[src/rtl/stat_pkg.sv]
// Shared encodings for the status read-modify-write sequencer:
// op codes, FSM states and status-word bit positions.
package stat_pkg;

    localparam logic [1:0] OP_LOOKUP = 2'd0;
    localparam logic [1:0] OP_TOUCH  = 2'd1;
    localparam logic [1:0] OP_FILL   = 2'd2;
    localparam logic [1:0] OP_INVAL  = 2'd3;

    localparam logic [2:0] ST_IDLE     = 3'd0;  // waiting for a request
    localparam logic [2:0] ST_RD_ISSUE = 3'd1;  // read strobe up until un-frozen
    localparam logic [2:0] ST_RD_WAIT  = 3'd2;  // waiting for read data
    localparam logic [2:0] ST_WR_ISSUE = 3'd3;  // write strobe up until un-frozen
    localparam logic [2:0] ST_RSP      = 3'd4;  // prior status held for requester

    localparam int unsigned USE   = 2;
    localparam int unsigned VALID = 1;
    localparam int unsigned SPARE = 0;

    typedef logic [2:0] stat_word_t;

    function automatic stat_word_t pack_status(input logic use_bit,
                                               input logic valid_bit,
                                               input logic spare_bit);
        stat_word_t w;
        w        = '0;
        w[USE]   = use_bit;
        w[VALID] = valid_bit;
        w[SPARE] = spare_bit;
        return w;
    endfunction

endpackage

[src/rtl/stat_next_word.sv]
// New status word as a function of the operation and the prior status.
module stat_next_word
    import stat_pkg::*;
(
    input  logic [1:0] op,
    input  logic [2:0] prior,
    output logic [2:0] next_word
);

    always_comb begin
        next_word = prior;
        case (op)
            OP_TOUCH: begin
                next_word[USE] = 1'b1;
            end
            OP_FILL: begin
                next_word[USE]   = 1'b1;
                next_word[VALID] = 1'b1;
                next_word[SPARE] = 1'b0;
            end
            OP_INVAL: begin
                next_word[USE]   = 1'b0;
                next_word[VALID] = 1'b0;
            end
            default: begin
                next_word = prior;
            end
        endcase
    end

endmodule

[src/rtl/stat_update_ctrl.sv]
// Serialising read-modify-write sequencer in front of the status register file.
// Every output is a flop; next values are prepared one cycle ahead from state_d.
module stat_update_ctrl
    import stat_pkg::*;
#(
    parameter int ADDR_WIDTH = 3
) (
    input  logic                  clk,
    input  logic                  arst,
    input  logic                  i_req_valid,
    output logic                  o_req_ready,
    input  logic [1:0]            i_req_op,
    input  logic [ADDR_WIDTH-1:0] i_req_addr,
    output logic                  o_rsp_valid,
    input  logic                  i_rsp_ready,
    output logic                  o_rsp_was_valid,
    output logic                  o_rsp_was_used,
    output logic                  o_rsp_spare,
    output logic [ADDR_WIDTH-1:0] o_srf_addr,
    output logic                  o_srf_use,
    output logic                  o_srf_block_valid,
    output logic                  o_srf_spare_bit,
    output logic                  o_srf_wen,
    output logic                  o_srf_valid,
    input  logic                  i_srf_use,
    input  logic                  i_srf_block_valid,
    input  logic                  i_srf_spare_bit,
    input  logic                  i_srf_valid,
    input  logic                  i_srf_freeze
);

    logic [2:0]            state_q, state_d;
    logic [1:0]            op_q, op_d;
    logic [ADDR_WIDTH-1:0] addr_q, addr_d;
    logic [2:0]            prior_q, prior_d;
    logic [2:0]            wdata_q, wdata_d;
    logic                  req_ready_q, req_ready_d;
    logic                  rsp_valid_q, rsp_valid_d;
    logic                  srf_valid_q, srf_valid_d;
    logic                  srf_wen_q, srf_wen_d;

    logic [2:0]            rd_word;
    logic [2:0]            new_word;

    assign rd_word = pack_status(i_srf_use, i_srf_block_valid, i_srf_spare_bit);

    // Computed from the live read data so the write word is ready on WR_ISSUE entry.
    stat_next_word u_next_word (
        .op        (op_q),
        .prior     (rd_word),
        .next_word (new_word)
    );

    always_comb begin
        state_d     = state_q;
        op_d        = op_q;
        addr_d      = addr_q;
        prior_d     = prior_q;
        wdata_d     = wdata_q;
        req_ready_d = req_ready_q;
        rsp_valid_d = rsp_valid_q;
        srf_valid_d = srf_valid_q;
        srf_wen_d   = srf_wen_q;

        case (state_q)
            ST_IDLE: begin
                if (i_req_valid && req_ready_q) begin
                    state_d     = ST_RD_ISSUE;
                    op_d        = i_req_op;
                    addr_d      = i_req_addr;
                    wdata_d     = '0;
                    req_ready_d = 1'b0;
                    srf_valid_d = 1'b1;
                    srf_wen_d   = 1'b0;
                end
            end
            ST_RD_ISSUE: begin
                if (!i_srf_freeze) begin
                    state_d     = ST_RD_WAIT;
                    srf_valid_d = 1'b0;
                end
            end
            ST_RD_WAIT: begin
                if (i_srf_valid) begin
                    prior_d = rd_word;
                    if (op_q == OP_LOOKUP) begin
                        state_d     = ST_RSP;
                        rsp_valid_d = 1'b1;
                    end else begin
                        state_d     = ST_WR_ISSUE;
                        wdata_d     = new_word;
                        srf_valid_d = 1'b1;
                        srf_wen_d   = 1'b1;
                    end
                end
            end
            ST_WR_ISSUE: begin
                // Write completion is not awaited; accept alone retires the command.
                if (!i_srf_freeze) begin
                    state_d     = ST_RSP;
                    srf_valid_d = 1'b0;
                    srf_wen_d   = 1'b0;
                    rsp_valid_d = 1'b1;
                end
            end
            ST_RSP: begin
                if (i_rsp_ready) begin
                    state_d     = ST_IDLE;
                    rsp_valid_d = 1'b0;
                    req_ready_d = 1'b1;
                end
            end
            default: begin
                state_d     = ST_IDLE;
                req_ready_d = 1'b1;
                rsp_valid_d = 1'b0;
                srf_valid_d = 1'b0;
                srf_wen_d   = 1'b0;
            end
        endcase
    end

    always_ff @(posedge clk or posedge arst) begin
        if (arst) begin
            state_q     <= ST_IDLE;
            op_q        <= OP_LOOKUP;
            addr_q      <= '0;
            prior_q     <= '0;
            wdata_q     <= '0;
            req_ready_q <= 1'b1;
            rsp_valid_q <= 1'b0;
            srf_valid_q <= 1'b0;
            srf_wen_q   <= 1'b0;
        end else begin
            state_q     <= state_d;
            op_q        <= op_d;
            addr_q      <= addr_d;
            prior_q     <= prior_d;
            wdata_q     <= wdata_d;
            req_ready_q <= req_ready_d;
            rsp_valid_q <= rsp_valid_d;
            srf_valid_q <= srf_valid_d;
            srf_wen_q   <= srf_wen_d;
        end
    end

    assign o_req_ready       = req_ready_q;
    assign o_rsp_valid       = rsp_valid_q;
    assign o_rsp_was_used    = prior_q[USE];
    assign o_rsp_was_valid   = prior_q[VALID];
    assign o_rsp_spare       = prior_q[SPARE];
    assign o_srf_addr        = addr_q;
    assign o_srf_use         = wdata_q[USE];
    assign o_srf_block_valid = wdata_q[VALID];
    assign o_srf_spare_bit   = wdata_q[SPARE];
    assign o_srf_wen         = srf_wen_q;
    assign o_srf_valid       = srf_valid_q;

endmodule

[config.mk]
export PLATFORM = sky130hd
export DESIGN_NAME = stat_update_ctrl
export DESIGN_NICKNAME = d
export VERILOG_FILES = /design/src/rtl/stat_pkg.sv /design/src/rtl/stat_next_word.sv /design/src/rtl/stat_update_ctrl.sv
export SDC_FILE = /design/constraint.sdc
export NUM_CORES = 1
export LEC_CHECK = 0
export ABC_AREA = 1
export BUFFER_PORTS_ARGS = -buffer_cell sky130_fd_sc_hd__buf_2
export CAP_MARGIN = 20
export CORE_MARGIN = 4
export CORE_UTILIZATION = 45
export DETAILED_ROUTE_END_ITERATION = 10
export PLACE_DENSITY = 0.73
export SYNTH_ARGS = -nofsm -noshare
export SYNTH_HDL_FRONTEND = slang
export SYNTH_SLANG_ARGS = --single-unit
[constraint.sdc]
create_clock -name clk -period 1.3 [get_ports clk]
set_input_delay 0.26 -clock clk [delete_from_list [all_inputs] [get_ports clk]]
set_output_delay 0.26 -clock clk [all_outputs]
set_load 0.005 [all_outputs]
==> run summary <==
Status - finished, final reports clean
Worst-Skew Late Latency - 0.29 ns
# diodes - 0
Ratio of final minimum period to clock period - 95.9%
Initial antenna violation count - 0
Vias in the first global route - 825
Buffers on Ports - 26
Final setup viols - 0
Slew Limit Fails - 0
Peak Freq - 802 MHz
Area Overhead vs Synth - 37.7%
# rows - 16
Seq pwr share - 32.4%
Switching power - 0.00143 W
Routed WL per cell - 11.4 µm
GP Congestion - 0.906
Final worst slack - 0.0534 ns
Combinational share of power - 58.8%
CP max FO - 7
Core area - 2020 µm²
Syn Inst Count - 125
Boundary Pins - 27
Buffers and inverters on the worst path - 0
Highest-count cells in the layout ignoring fill and taps - 37 x nand2_1, 26 x buf_2, 14 x dfrtp_1, 14 x buf_4, 13 x inv_1
Root Driver - clkbuf_4
Die area - 3020 µm²
Hold Vio Cnt, Final - 0
Synth warn - 0
Cts bufs inserted - 3
Syn Nets - 142
Gr usage total - 16.2%
Routed Antenna Nets - 0
Worst slew pin tran - 0.293 ns
Critical path launch point type - register
VDD IR-drop max - 1320 µV
TritonCTS sink count - 18
DRC viols - 0
Chip width - 55.0 µm
Pre-CTS setup slack - -0.0300 ns
Top cell by count, worst path - nand2_1
Mux cell area share after synthesis - 0%
MaxCap Viol Count - 0
Layout fillers - 171
Main combinational cell family by area after synthesis - simple AND/OR/NAND/NOR gates
Synth Area in Compound Gates - 7.56%
Worst-path clk slew - 0.10 ns
Critical-path top delay cell - dfrtp_2
Hold crit path type - in2reg
Worst endpoint required time - 1.53 ns
Mean post-synth cell area - 7.95 µm²
Clock Power Share - 8.8%
Starting Density - 49.1%
Die Ht - 55.0 µm
DR vias - 973
Nets@finish - 189
Synth Area in Adders - 3.78%
Bufs on Longest Clock Path - 2
GR Overflow Total - 0
CP Capture Type - register
Critical path's top delay family - simple AND/OR/NAND/NOR gates
DP HPWL - 1590 µm
Cell-internal power - 0.00182 W
Final clock skew - 0.00695 ns
Layout cells sized above 1 - 40.9%
Pleak - 0.759 nW
Minimum clock period - 1.25 ns
Most common cell after layout, fill and taps aside - nand2_1
First-iteration detailed-routing DRC count - 14
Detailed-route vias per instance - 4.91
Total power per unit cell area - 2380 nW/µm²
Utilization after layout - 67.6%
Slowest stage delay, CP - 0.50 ns
Initial DRT Pass Iterations - 4
Sw Share - 44.0%
Post-Synth Simple-Gate Area - 36.3%
Slew Limit Headroom - 80.4%
Post-Synth XOR/XNOR Area - 0%
Synthesized flop and latch total - 18
First-pass GRT wire length - 3450 µm
Netlist Area Pre-Place - 993 µm²
Netlist cell types - 22
Kind of critical path - reg2reg
WL final - 2260 µm
Arrival time worst endpoint - 1.48 ns
Largest net degree at the start of global routing - 19
CTS H-Tree Depth - 1
CTS tree - done
Crit-path cells - nor2_4, nand3b_1, nand4_1, nand2_1, nand2_1
Register area share after synthesis - 45.5%
-- cells by family (layout without fill, tap and decap cells) --
family | after synthesis | in the layout
AO/OA/AOI/OAI | 14 | 14
adder cells (fa/ha/maj) | 3 | 3
buffers and inverters | 18 | 64
flip-flops | 18 | 18
AND/OR/NAND/NOR | 72 | 72
-- through the flow --
step	hold slack [ns]	std cells	power, W	cell area, µm²	setup TNS (ns)
3_3_place_gp	0.280	183	0.00255	1190	0
3_5_place_dp	0.285	183	0.00259	1190	-0.117
2_1_floorplan	0.198	125	0.00210	993	0
4_1_cts	0.204	189	0.00295	1260	0
5_1_grt	0.215	198	0.00355	1370	-0.0516
6_report	0.208	198	0.00326	1370	0
-- synthesized netlist by cell type --
cell type  number  area share, %
a21oi_1         3            1.5
clkinv_2        1           0.50
dfrtp_1        17             43
dfstp_2         1            2.6
ha_1            3            3.8
inv_1          14            5.3
inv_2           3            1.1
nand2_1        41             15
nand2_2         1           0.63
nand2_4         1            1.1
nand3_1         8            4.0
nand3_2         2            2.0
nand3_4         2            3.5
nand3b_1        1           0.76
nand4_1         3            1.9
nand4_2         1            1.3
nor2_1         10            3.8
nor2_2          1           0.63
nor2_4          1            1.1
o21a_1          2            1.5
o21ai_0         4            2.0
o21ai_1         5            2.5
-- registers in the layout, summed over array words and instances, names as in the netlist --
name / count
o_req_ready: 1
o_rsp_valid: 1
o_srf_addr: 3
o_srf_valid: 1
o_srf_wen: 1
op_q: 2
prior_q: 3
state_q: 3
wdata_q: 3
-- power groups by stage --
stage | registers [W] | logic [W] | clock network [W]
global placement | 0.00103 | 0.00153 | 0
global route | 0.00109 | 0.00214 | 0.000320
finish | 0.00106 | 0.00192 | 0.000286
CTS | 0.00105 | 0.00161 | 0.000295
detailed placement | 0.00103 | 0.00156 | 0
floorplan | 0.00104 | 0.00106 | 0
-- layout make-up --
class	count	area, µm²	area share [%]
sequential	18	455	33.3
tap	27	33.8	2.47
inverter	18	71.3	5.22
multi-input combinational	89	524	38.3
clock buffer	4	26.3	1.92
timing repair buffer	42	256	18.8
-- repair_timing --
| action | 4_1_cts | 5_1_grt |
|---|---|---|
| hold buffers | 1 | 0 |
| buffers inserted | 1 | 9 |
| resized for setup | 5 | 13 |
| pin swaps | 0 | 9 |
| endpoints found under the hold margin | 17 | 0 |
| endpoints found under the setup margin | 12 | 12 |
-- path summary, 6_finish.rpt --
| kind | startpoint | to | slack [ns] | cells after the start |
|---|---|---|---|---|
| max in group asynchronous | arst | o_req_ready$_DFFE_PP1P_ | 0.52 | 4 |
| hold reg to reg | prior_q[0]$_DFFE_PP0P_ | prior_q[0]$_DFFE_PP0P_ | 0.47 | 2 |
| setup reg to reg | state_q[0]$_DFFE_PP0P_ | o_req_ready$_DFFE_PP1P_ | 0.05 | 5 |
| min in group asynchronous | arst | prior_q[2]$_DFFE_PP0P_ | 0.52 | 4 |
| setup / recovery | state_q[0]$_DFFE_PP0P_ | o_req_ready$_DFFE_PP1P_ | 0.05 | 5 |
| hold / removal | i_req_addr[2] | o_srf_addr[2]$_DFFE_PP0P_ | 0.21 | 3 |
-- worst reg2reg max path, stage by stage (launching register included) --
cell	delay [ns]
dfrtp_2	0.50
nor2_4	0.15
nand3b_1	0.24
nand4_1	0.19
nand2_1	0.06
nand2_1	0.06
-- metal layers --
layer	vias up	wire (µm)	track usage, %
met5	-	0	0
met3	4	108	3.75
met2	26	1080	25.6
met1	450	1030	20.1
li1	493	-	-
met4	0	42	9.72
No activity file was read; power rests on OpenSTA's default activity.
